$ cat src/rtl/mux_data_gen_pkg.sv
// Shared types and helpers for the mux_data_gen byte-stream router.
// Destination encoding, port count and destination-index helpers.
package mux_data_gen_pkg;

    localparam int SEL_W   = 3;
    localparam int NUM_DST = 5;

    typedef enum logic [SEL_W-1:0] {
        DST_M1 = 3'd0,
        DST_M2 = 3'd1,
        DST_S1 = 3'd2,
        DST_S2 = 3'd3,
        DST_S3 = 3'd4
    } dst_e;

    function automatic logic dst_valid(input logic [SEL_W-1:0] sel);
        return (sel <= 3'(DST_S3));
    endfunction

    // Ready of the downstream port addressed by idx; invalid indices read as not ready.
    function automatic logic pick_ready(input logic [NUM_DST-1:0] vec,
                                        input logic [SEL_W-1:0]   idx);
        logic r;
        case (idx)
            3'd0:    r = vec[0];
            3'd1:    r = vec[1];
            3'd2:    r = vec[2];
            3'd3:    r = vec[3];
            3'd4:    r = vec[4];
            default: r = 1'b0;
        endcase
        return r;
    endfunction

endpackage

$ cat src/rtl/mux_data_gen_reg_slice.sv
// One-deep AXI-Stream register (payload tdata, tlast, destination index).
// Only built when MUX_DATA_GEN_REG_OUT_EN is defined.
`ifdef MUX_DATA_GEN_REG_OUT_EN
module axis_reg_slice
    import mux_data_gen_pkg::*;
#(
    parameter int DATA_W = 8,
    parameter int DST_W  = 3
) (
    input  logic              clk,
    input  logic              rst,
    input  logic              in_valid,
    output logic              in_ready,
    input  logic [DATA_W-1:0] in_data,
    input  logic              in_last,
    input  logic [DST_W-1:0]  in_dst,
    output logic              out_valid,
    input  logic              out_ready,
    output logic [DATA_W-1:0] out_data,
    output logic              out_last,
    output logic [DST_W-1:0]  out_dst
);

    logic              valid_q, valid_d;
    logic [DATA_W-1:0] data_q, data_d;
    logic              last_q, last_d;
    logic [DST_W-1:0]  dst_q, dst_d;
    logic              load_s;

    // A drain and a reload on the same edge keep the slice full with no bubble.
    always_comb begin
        in_ready = !valid_q || out_ready;
        load_s   = in_valid && in_ready;
        data_d   = data_q;
        last_d   = last_q;
        dst_d    = dst_q;
        if (load_s) begin
            valid_d = 1'b1;
            data_d  = in_data;
            last_d  = in_last;
            dst_d   = in_dst;
        end else if (out_ready) begin
            valid_d = 1'b0;
        end else begin
            valid_d = valid_q;
        end
    end

    // Slice state register.
    always_ff @(posedge clk or posedge rst) begin
        if (rst) begin
            valid_q <= 1'b0;
            data_q  <= '0;
            last_q  <= 1'b0;
            dst_q   <= '0;
        end else begin
            valid_q <= valid_d;
            data_q  <= data_d;
            last_q  <= last_d;
            dst_q   <= dst_d;
        end
    end

    assign out_valid = valid_q;
    assign out_data  = data_q;
    assign out_last  = last_q;
    assign out_dst   = dst_q;

endmodule
`endif

$ cat src/rtl/mux_data_gen.sv
// Routes one byte AXI-Stream to one of five ports, destination locked per packet.
// Define MUX_DATA_GEN_REG_OUT_EN to add a one-deep output register slice.
module mux_data_gen
    import mux_data_gen_pkg::*;
#(
    parameter int DATA_W     = 8,
    parameter int DROP_CNT_W = 8
) (
    input  logic                  clk,
    input  logic                  rst,
    input  logic [SEL_W-1:0]      sel,
    input  logic [DATA_W-1:0]     tdata,
    input  logic                  tvalid,
    input  logic                  tlast,
    output logic                  tready,
    output logic [DATA_W-1:0]     tdata_m1,
    output logic [DATA_W-1:0]     tdata_m2,
    output logic [DATA_W-1:0]     tdata_s1,
    output logic [DATA_W-1:0]     tdata_s2,
    output logic [DATA_W-1:0]     tdata_s3,
    output logic                  tvalid_m1,
    output logic                  tvalid_m2,
    output logic                  tvalid_s1,
    output logic                  tvalid_s2,
    output logic                  tvalid_s3,
    output logic                  tlast_m1,
    output logic                  tlast_m2,
    output logic                  tlast_s1,
    output logic                  tlast_s2,
    output logic                  tlast_s3,
    input  logic                  tready_m1,
    input  logic                  tready_m2,
    input  logic                  tready_s1,
    input  logic                  tready_s2,
    input  logic                  tready_s3,
    output logic                  pkt_active,
    output logic [DROP_CNT_W-1:0] drop_cnt
);

    logic [SEL_W-1:0]      sel_q, sel_d;
    logic                  pkt_active_q, pkt_active_d;
    logic [DROP_CNT_W-1:0] drop_cnt_q, drop_cnt_d;

    logic [SEL_W-1:0]   dst_s;
    logic               dst_ok_s;
    logic               fwd_valid_s;
    logic               fwd_ready_s;
    logic               accept_s;
    logic [NUM_DST-1:0] ds_ready_s;
    logic               out_valid_s;
    logic [DATA_W-1:0]  out_data_s;
    logic               out_last_s;
    logic [SEL_W-1:0]   out_dst_s;
    logic [NUM_DST-1:0] port_valid_s;
    logic [NUM_DST-1:0] port_last_s;
    logic [DATA_W-1:0]  port_data_s [NUM_DST];

    assign ds_ready_s = {tready_s3, tready_s2, tready_s1, tready_m2, tready_m1};

    // Destination is frozen for the rest of a packet once its first beat is taken.
    always_comb begin
        dst_s       = pkt_active_q ? sel_q : sel;
        dst_ok_s    = dst_valid(dst_s);
        fwd_valid_s = tvalid && dst_ok_s && !rst;
    end

`ifdef MUX_DATA_GEN_REG_OUT_EN
    logic drain_ready_s;

    assign drain_ready_s = pick_ready(ds_ready_s, out_dst_s);

    axis_reg_slice #(
        .DATA_W (DATA_W),
        .DST_W  (SEL_W)
    ) u_slice (
        .clk       (clk),
        .rst       (rst),
        .in_valid  (fwd_valid_s),
        .in_ready  (fwd_ready_s),
        .in_data   (tdata),
        .in_last   (tlast),
        .in_dst    (dst_s),
        .out_valid (out_valid_s),
        .out_ready (drain_ready_s),
        .out_data  (out_data_s),
        .out_last  (out_last_s),
        .out_dst   (out_dst_s)
    );
`else
    assign fwd_ready_s = pick_ready(ds_ready_s, dst_s);
    assign out_valid_s = fwd_valid_s;
    assign out_data_s  = tdata;
    assign out_last_s  = tlast;
    assign out_dst_s   = dst_s;
`endif

    // Invalid destinations are sunk immediately so they never stall the source.
    always_comb begin
        if (rst) begin
            tready = 1'b0;
        end else if (dst_ok_s) begin
            tready = fwd_ready_s;
        end else begin
            tready = 1'b1;
        end
        accept_s = tvalid && tready;
    end

    // Fan the single output beat out to its port; every other port reads zero.
    always_comb begin
        port_valid_s = '0;
        port_last_s  = '0;
        for (int i = 0; i < NUM_DST; i++) begin
            port_data_s[i] = '0;
            if (out_valid_s && (out_dst_s == 3'(i))) begin
                port_valid_s[i] = 1'b1;
                port_last_s[i]  = out_last_s;
                port_data_s[i]  = out_data_s;
            end else begin
                port_valid_s[i] = 1'b0;
            end
        end
    end

    // Packet lock and saturating drop counter update.
    always_comb begin
        sel_d        = sel_q;
        pkt_active_d = pkt_active_q;
        drop_cnt_d   = drop_cnt_q;
        if (accept_s) begin
            pkt_active_d = !tlast;
            if (!pkt_active_q) begin
                sel_d = sel;
            end else begin
                sel_d = sel_q;
            end
            if (!dst_ok_s && (drop_cnt_q != {DROP_CNT_W{1'b1}})) begin
                drop_cnt_d = drop_cnt_q + {{(DROP_CNT_W-1){1'b0}}, 1'b1};
            end else begin
                drop_cnt_d = drop_cnt_q;
            end
        end else begin
            pkt_active_d = pkt_active_q;
        end
    end

    // Control state register.
    always_ff @(posedge clk or posedge rst) begin
        if (rst) begin
            sel_q        <= '0;
            pkt_active_q <= 1'b0;
            drop_cnt_q   <= '0;
        end else begin
            sel_q        <= sel_d;
            pkt_active_q <= pkt_active_d;
            drop_cnt_q   <= drop_cnt_d;
        end
    end

    assign pkt_active = pkt_active_q;
    assign drop_cnt   = drop_cnt_q;

    assign {tvalid_s3, tvalid_s2, tvalid_s1, tvalid_m2, tvalid_m1} = port_valid_s;
    assign {tlast_s3, tlast_s2, tlast_s1, tlast_m2, tlast_m1}      = port_last_s;
    assign tdata_m1 = port_data_s[0];
    assign tdata_m2 = port_data_s[1];
    assign tdata_s1 = port_data_s[2];
    assign tdata_s2 = port_data_s[3];
    assign tdata_s3 = port_data_s[4];

endmodule

$ cat config.mk
export PLATFORM = sky130hd
export DESIGN_NAME = mux_data_gen
export DESIGN_NICKNAME = d
export VERILOG_FILES = /design/src/rtl/mux_data_gen_pkg.sv /design/src/rtl/mux_data_gen_reg_slice.sv /design/src/rtl/mux_data_gen.sv
export SDC_FILE = /design/constraint.sdc
export NUM_CORES = 1
export LEC_CHECK = 0
export CORE_UTILIZATION = 65
export DETAILED_ROUTE_END_ITERATION = 6
export DONT_BUFFER_PORTS = 1
export GPL_TIMING_DRIVEN = 0
export PLACE_DENSITY = 0.78
export SYNTH_ARGS = -nofsm -noshare
export SYNTH_HDL_FRONTEND = slang
export SYNTH_SLANG_ARGS = --single-unit
$ cat constraint.sdc
create_clock -name clk -period 4.32 [get_ports clk]
set_input_delay 0.648 -clock clk [delete_from_list [all_inputs] [get_ports clk]]
set_output_delay 0.648 -clock clk [all_outputs]
set_load 0.005 [all_outputs]
# [After elaboration in Yosys (flattened, before gate mapping)]
# Cells that the tools add are included.
[totals] ff_bits=12 wordCells=43
[classes] n_addsub=1 order_cmp=1 eq_ne=5 muxes=19 n_reduce_logical=14
[op_table] cell="$mux W8" count=5
[op_table] cell="$mux W1" count=12
[op_table] cell="$logic_and A1 B1 Y1" count=9
[op_table] cell="$add A8 B1 Y8 const B" count=1
[op_table] cell="$ne A8 B8 Y1 const B" count=1
[op_table] cell="$eq A3 B2 Y1 const B" count=2
[op_table] cell="$pmux W1 S5" count=1
[op_table] cell="$eq A3 B1 Y1 const B" count=1
[op_table] cell="$eq A3 B3 Y1 const B" count=1
[op_table] cell="$le A3 B3 Y1 const B" count=1
[op_table] cell="$logic_not A1 Y1" count=3
[op_table] cell="$logic_not A3 Y1" count=1
[op_table] cell="$mux W3" count=1
[op_table] cell="$reduce_and A2 Y1" count=1

# [Longest topological paths before layout]
# Gate-level depths: netlist (run 1).
[depth] depth_word=7 ltp_mapped=6 depth_no_buf=5

# [Worst setup path after synthesis (run 1)]
# No wires, ideal clock.
[synth_path] path_type="input -> output" start="input port sel[1]" end="output port tdata_s3[2]" arrival_time_ps=1755 required_time_ps=3672 setup_slack_ps=1917 path_stages=4 path_cell_list="nor3_1 a21oi_1 nor3_1 and2_2"
[synth_between] elab_chain_cells=6 elab_cells_between_ends=7
[synth_rtl] element="start: declaration" line_no="mux_data_gen.sv:11" rtl="input logic [SEL_W-1:0] sel,"
[synth_rtl] element="$mux W3 *"
[synth_rtl] element="$le A3 B3 Y1" line_no="mux_data_gen_pkg.sv:17" rtl="return (sel <= 3'(DST_S3));"
[synth_rtl] element="$logic_and A1 B1 Y1 (2 in a row)" line_no="mux_data_gen.sv:64" rtl="fwd_valid_s = tvalid && dst_ok_s && !rst;"
[synth_rtl] element="$logic_and A1 B1 Y1 *" line_no="mux_data_gen.sv:115" rtl="if (out_valid_s && (out_dst_s == 3'(i))) begin"
[synth_rtl] element="$mux W8 *" line_no="mux_data_gen.sv:115"
[synth_rtl] element="end: declaration" line_no="mux_data_gen.sv:20" rtl="output logic [DATA_W-1:0] tdata_s3,"
# Mark *: on every way between the ends. The rest lies on a longest branch, timed or not.

# [Worst setup path in the final report (run 1)]
[layout_path] start="register pkt_active_q, in the netlist pkt_active" end="output port tdata_s3[3]"
[layout_between] elab_chain_cells=6 elab_cells_between_ends=7
[layout_rtl] element="start: declaration" line_no="mux_data_gen.sv:41" rtl="logic pkt_active_q, pkt_active_d;"
[layout_rtl] element="start signal: assignment" line_no="mux_data_gen.sv:155" rtl="pkt_active_q <= pkt_active_d;"
[layout_rtl] element="$mux W3 *"
[layout_rtl] element="$le A3 B3 Y1" line_no="mux_data_gen_pkg.sv:17"
[layout_rtl] element="$logic_and A1 B1 Y1 (2 in a row)" line_no="mux_data_gen.sv:64"
[layout_rtl] element="$logic_and A1 B1 Y1 *" line_no="mux_data_gen.sv:115"
[layout_rtl] element="$mux W8 *" line_no="mux_data_gen.sv:115"
# Marked as above.

==> run summary, run 1 <==
Critical Path AT: 2390 ps
number of H-tree levels: 1
CTS hold repair buffers: 0
Setup CP Type: register to primary output
max-slew violation total from the final report: 0
share of layout cells above drive strength 1: 18.25%
placeable core region: 0.001524 mm^2
Detailed Route Iter0 Violations: 22
global-route usage over all layers: 24.75%
nets: 148
clk buf depth: 2
Crit path max-delay family: simple AND/OR/NAND/NOR gates
WL/cell: 15.50 um
minimum setup slack after placement: 1572 ps
CTS buffer count: 3
count of cells resized by post-cts repair: 0
Max-Slew Margin vs Limit: 39.09%
combinational share of power: 46.4%
Synth Net Count: 143
Cell variety after synth: 31
R2R Path Start: pkt_active
Port-buffer cells: 0
area of the multi-input gates: 742.0 um^2
synthesized area per cell: 8.728 um^2
via count: 879
vias in the first global route: 784
setup repair after global routing missed its margin: false
clock skew: 2.417 ps
largest net degree at the start of global routing: 13
global-route wire length before repair: 3401 um
portion of netlist area occupied by mux cells: 8.813%
total number of placement rows: 14
Cell Chain, Critical Path: buf_6, nor3_1, a21oi_1, nor3_1, and2_2
Gate Count Post-Synth: 122
Peak supply drop: 332.6 uV
commonest non-fill, non-tap cell in the layout: sky130_fd_sc_hd__and2_1
TritonCTS clock tree: yes
Setup Total Neg Slack: 0 ps
number of buffer and inverter instances along the worst setup path: 1
Initial Utilization: 69.87%
switching power summed over all nets: 227.3 uW
most used cells in the layout excluding fill and tap cells: sky130_fd_sc_hd__and2_1, sky130_fd_sc_hd__dfrtp_1, sky130_fd_sc_hd__nor2_1, sky130_fd_sc_hd__nand2_1, sky130_fd_sc_hd__and2_2
Cell Int Power: 319.6 uW
worst reg-to-reg path cell count: 6
floorplan die area: 0.001804 mm^2
worst reg2reg path endpoint: sel_q[0]
post-synthesis xor/xnor area fraction: 5.758%
Detailed Routing Iterations Pass 1: 4
Critical Path End Type: primary output
highest fanout seen on the critical path: 10
Post-Synth Adder-Cell Area: 1.175%
HPWL Detailed: 1734 um
slew at the pin closest to its max-slew limit: 906.7 ps
utilization after layout: 73.56%
total count of hold-check failures in the final report: 0
number of sinks handled by clock tree synthesis: 12
Sw Ratio: 41.56%
# Max-Cap Violations: 0
Detailed Route WL: 2201 um
share of the cycle needed by the critical path after routing: 70.28%
area share of and/or/nand/nor cells after synthesis: 45.36%
Reg power frac: 37.6%
Peak Freq: 0.3294 GHz
clock period minus worst slack: 3036 ps
Clk pwr share: 16.1%
width of the die: 42.48 um
register area: 300.3 um^2
dominant combinational cell family by area after synthesis: simple AND/OR/NAND/NOR gates
Clock Latency Late Sink: 270 ps
final design instance area without fill: 0.001121 mm^2
CP dominant cell by count: sky130_fd_sc_hd__nor3_1
total congestion overflow after global routing: 0
ratio of routed vias to standard cells: 6.190
setup slack, reg-to-reg: 2340 ps
number of top-level pins: 80
Leakage: 0.0004969 uW
Critical Path Slowest Stage Cell: sky130_fd_sc_hd__nor3_1
Antenna Cells: 0
setup slack of the critical path after layout: 1284 ps
antenna-violating nets left: 0
number of warnings issued by yosys: 0
post-synthesis sequential area ratio: 28.20%
status: finished, final reports clean
number of antenna violations at the first check in global routing: 0
share of the synthesized area in compound gates (AO/OA/AOI/OAI): 8.578%
clock-pin slew of the registers on the worst-case setup and hold paths: 70 ps
count of unresolved DRC violations after routing: 0
DP Area: 0.001085 mm^2
hold slack final: 258.5 ps
die height: 42.48 um
Yosys reg bits: 12
critical path startpoint category: register
routability-driven placement congestion ratio: 0.8046
CTS Root Buffer Type: sky130_fd_sc_hd__clkbuf_4
area of the mapped netlist: 0.001065 mm^2
power density over the cells: 487.8 mW/mm^2
Area growth, synth to finish: 5.288%
crit-path max cell delay: 760 ps
number of post-CTS setup repair buffers: 0
fill cell instance count of the final layout: 114
Hold WC Path Type: primary input to async pin
setup-violating endpoint count in the final report: 0
required time of the worst setup path: 3670 ps
-- worst max path at each step --
| stage | cells after the start | from | slack, ps | endpoint |
|---|---|---|---|---|
| 6_report | 5 | pkt_active | 1280 | tdata_s3[3] |
| 5_1_grt | 5 | pkt_active | 1110 | tdata_s3[6] |
| 4_1_cts | 5 | pkt_active | 1300 | tdata_s3[3] |
| 3_5_place_dp | 4 | sel[1] | 1570 | tdata_s3[3] |
| 3_3_place_gp | 4 | sel[1] | 1580 | tdata_s3[3] |
| 2_1_floorplan | 4 | sel[1] | 1920 | tdata_s3[2] |
-- sequential cells by signal, summed over array words and instances (netlist names) --
| signal | flops |
|---|---|
| drop_cnt | 8 |
| pkt_active | 1 |
| sel_q | 3 |
-- cell usage after synthesis --
master                      number  area share [%]
sky130_fd_sc_hd__nor2b_1         2             1.2
sky130_fd_sc_hd__and2_1         40              24
sky130_fd_sc_hd__and3_1          1            0.59
sky130_fd_sc_hd__o22ai_1         1            0.59
sky130_fd_sc_hd__a2111oi_2       1             1.4
sky130_fd_sc_hd__buf_6           1             1.1
sky130_fd_sc_hd__nand3_1         3             1.4
sky130_fd_sc_hd__o31a_2          1            0.94
sky130_fd_sc_hd__nor2_1          7             2.5
sky130_fd_sc_hd__nand2b_4        1             1.3
sky130_fd_sc_hd__nor3b_1         1            0.71
sky130_fd_sc_hd__mux2i_1         3             2.8
sky130_fd_sc_hd__and2_2          6             4.2
sky130_fd_sc_hd__o21ai_0         2            0.94
sky130_fd_sc_hd__a21boi_2        1             1.1
sky130_fd_sc_hd__dfrtp_1        12              28
sky130_fd_sc_hd__mux2_4          2             2.8
sky130_fd_sc_hd__a31o_1          1            0.82
sky130_fd_sc_hd__nand2b_1        1            0.59
sky130_fd_sc_hd__and3b_1         1            0.82
sky130_fd_sc_hd__nor3_2          3             2.8
sky130_fd_sc_hd__nor3_1          4             1.9
sky130_fd_sc_hd__xnor2_1         5             4.1
sky130_fd_sc_hd__nand4_1         3             1.8
sky130_fd_sc_hd__o311a_1         2             1.9
sky130_fd_sc_hd__nand2_1         6             2.1
sky130_fd_sc_hd__xor2_1          2             1.6
sky130_fd_sc_hd__a21oi_1         2            0.94
sky130_fd_sc_hd__mux2_2          3             3.2
sky130_fd_sc_hd__ha_1            1             1.2
sky130_fd_sc_hd__inv_1           3             1.1
-- layer usage --
layer  up-vias  GRT usage [%]  routed length [um]
met4         0          3.750                   0
met1       408          31.25                 938
li1        421              -                   -
met3         0          11.21                 209
met2        50          39.69                1054
met5         -              0                   0
-- cells by family after synthesis --
| logic type | count (synthesis) |
|---|---|
| compound gates | 11 |
| xor+xnor | 7 |
| fa+ha+maj | 1 |
| buf+inv | 4 |
| flops | 12 |
| mux | 8 |
| simple gates | 79 |
-- layout make-up --
type / count / area share, %
plain buffers: 1 / 1.004
multi-input cells: 106 / 66.18
flip-flops and latches: 12 / 26.79
clock buffers: 4 / 3.237
inverters: 3 / 1.004
well taps: 16 / 1.786
-- power groups by stage --
stage	Clock [uW]	Combinational, uW	Sequential, uW
after floorplan	0	218	192
after global placement	0	246	206
after detailed placement	0	251	206
after CTS	91.2	254	205
after global routing	95.6	278	214
final	88.0	254	205
-- worst reg2reg max path, cell delays in order (launching register included) --
cell	delay [ps]
sky130_fd_sc_hd__dfrtp_1	460
sky130_fd_sc_hd__buf_6	180
sky130_fd_sc_hd__nor3_1	310
sky130_fd_sc_hd__a21oi_1	130
sky130_fd_sc_hd__o311a_1	150
sky130_fd_sc_hd__o31a_2	350
sky130_fd_sc_hd__mux2_4	300
-- per-stage QoR --
stage          cells  power [uW]
2_1_floorplan    122       410.1
3_3_place_gp     138       451.8
3_5_place_dp     138       457.0
4_1_cts          142       550.5
5_1_grt          142       587.1
6_report         142       546.9
Note: power is estimated with default switching activity, not from simulation.
==> run 2, diff against run 1 <==
CORE_UTILIZATION = 56   (was 65)
PLACE_DENSITY = 0.71   (was 0.78)
clock period = 2.7 ns   (was 4.32 ns; I/O delays follow)
==> run 2 against run 1 <==
  * Clock skew barely moved
  * Via count rose by 0.34%
  * Final cell count rose by 6.3%
  * Clock power rose by 58%
  * Critical path depth did not move
  * Register-to-register slack got worse by 1700 ps
  * Combinational power rose by 63%
  * Largest cell class unchanged
  * Highest routed layer is now met4
==> run summary, run 2 (synthesis results as in run 1) <==
status: finished, final reports clean
max FFs per register: 8
worst reg2reg path endpoint: sel_q[1]
largest net degree at the start of global routing: 13
Detailed Route WL: 2311 um
count of unresolved DRC violations after routing: 0
Initial Utilization: 61.00%
Critical Path AT: 2130 ps
Area growth, synth to finish: 7.050%
area of the multi-input gates: 749.5 um^2
most used cells in the layout excluding fill and tap cells: sky130_fd_sc_hd__and2_1, sky130_fd_sc_hd__dfrtp_1, sky130_fd_sc_hd__nand2_1, sky130_fd_sc_hd__nor2_1, sky130_fd_sc_hd__and2_2
Hold WC Path Type: primary input to async pin
R2R Path Start: pkt_active
CTS hold repair buffers: 0
Leakage: 0.0004972 uW
hold slack final: 21.71 ps
clock period minus worst slack: 2531 ps
Detailed Route Iter0 Violations: 17
setup-violating endpoint count in the final report: 0
fill cell instance count of the final layout: 164
power density over the cells: 774.5 mW/mm^2
setup repair after global routing missed its margin: true
end of the critical path: tdata_s3[2]
Detailed Routing Iterations Pass 1: 4
required time of the worst setup path: 2300 ps
number of sinks handled by clock tree synthesis: 12
clock-pin slew of the registers on the worst-case setup and hold paths: 70 ps
ratio of routed vias to standard cells: 5.841
Antenna Cells: 0
CTS buffer count: 3
commonest non-fill, non-tap cell in the layout: sky130_fd_sc_hd__and2_1
setup slack, reg-to-reg: 680 ps
TritonCTS clock tree: yes
highest fanout seen on the critical path: 10
number of H-tree levels: 1
total count of hold-check failures in the final report: 0
Peak Freq: 0.3951 GHz
WL/cell: 15.30 um
CTS Root Buffer Type: sky130_fd_sc_hd__clkbuf_4
number of antenna violations at the first check in global routing: 0
floorplan die area: 0.002080 mm^2
global-route wire length before repair: 3463 um
HPWL Detailed: 1880 um
global-route usage over all layers: 23.40%
vias in the first global route: 761
slew at the pin closest to its max-slew limit: 562.4 ps
worst reg-to-reg path cell count: 5
Setup CP Type: register to primary output
antenna-violating nets left: 0
critical path startpoint category: register
Critical Path End Type: primary output
# Max-Cap Violations: 0
share of layout cells above drive strength 1: 19.84%
clock skew: 1.960 ps
nets: 148
share of the cycle needed by the critical path after routing: 93.73%
placeable core region: 0.001745 mm^2
total number of placement rows: 15
Max-Slew Margin vs Limit: 62.30%
clk buf depth: 2
DP Area: 0.001096 mm^2
total congestion overflow after global routing: 0
via count: 882
Tot Pwr: 882.8 uW
max-slew violation total from the final report: 0
number of top-level pins: 80
register area: 300.3 um^2
Port-buffer cells: 0
Clock Latency Late Sink: 270 ps
die height: 45.61 um
final design instance area without fill: 0.001140 mm^2
Critical path origin: pkt_active
Peak supply drop: 592.4 uV
routability-driven placement congestion ratio: 0.7998
width of the die: 45.61 um
[run 2: changes by cell type in the layout (fill, tap and decap cells not counted)]
cell                     previous run  this run
sky130_fd_sc_hd__nor3_1             4         3
sky130_fd_sc_hd__nor2_1             7         6
sky130_fd_sc_hd__nor2_2             0         1
sky130_fd_sc_hd__nor3_2             3         4
[run 2: through the flow]
step                cells  TNS (ps)  setup WS (ps)  util (%)
finish                151         0          169.2     65.30
global route          151    -451.2         -48.05     65.30
CTS                   151         0          129.8     65.16
detailed placement    147         0          230.3     62.80
global placement      147         0          236.7     62.80
floorplan             122         0          626.3         -
[run 2: final cells by class]
cell class	count	area share, %
flip-flops and latches	12	26.34
multi-input cells	106	65.75
clock buffers	4	3.183
inverters	3	0.9879
well taps	25	2.744
plain buffers	1	0.9879
[run 2: layer usage]
metal  global-route usage, %  vias up  routed length (um)
met5                       0        -                   0
li1                        -      423                   -
met4                   7.273        0                  14
met2                   35.14       45                1084
met3                   8.730        2                 180
met1                   31.08      412                1031
[run 2: how the worst min path moves through the flow]
stage	start	end
after floorplan	rst	drop_cnt[0]
after global placement	rst	sel_q[2]
after detailed placement	rst	sel_q[2]
after CTS	rst	drop_cnt[2]
after global routing	rst	drop_cnt[2]
final	rst	drop_cnt[3]
[run 2: timing repair]
item / in CTS / in global routing
setup buffers: 0 / 0
cloned: 0 / 0
resized for setup: 1 / 1
endpoints found under the setup margin: 9 / 19
hold endpoints to repair: 0 / 0
[run 2: power breakdown]
group          leakage [uW]  total, uW  switching [uW]  internal (uW)
Clock             0.0000210        139            57.3           81.9
Combinational      0.000322        413             220            194
Sequential         0.000154        330            93.6            237
[run 2: worst max-delay path, cell delays in order (launching register included)]
cell,delay (ps)
sky130_fd_sc_hd__dfrtp_1,460
sky130_fd_sc_hd__buf_6,180
sky130_fd_sc_hd__nor3_1,290
sky130_fd_sc_hd__a21oi_1,150
sky130_fd_sc_hd__nor3_2,520
sky130_fd_sc_hd__and2_2,250
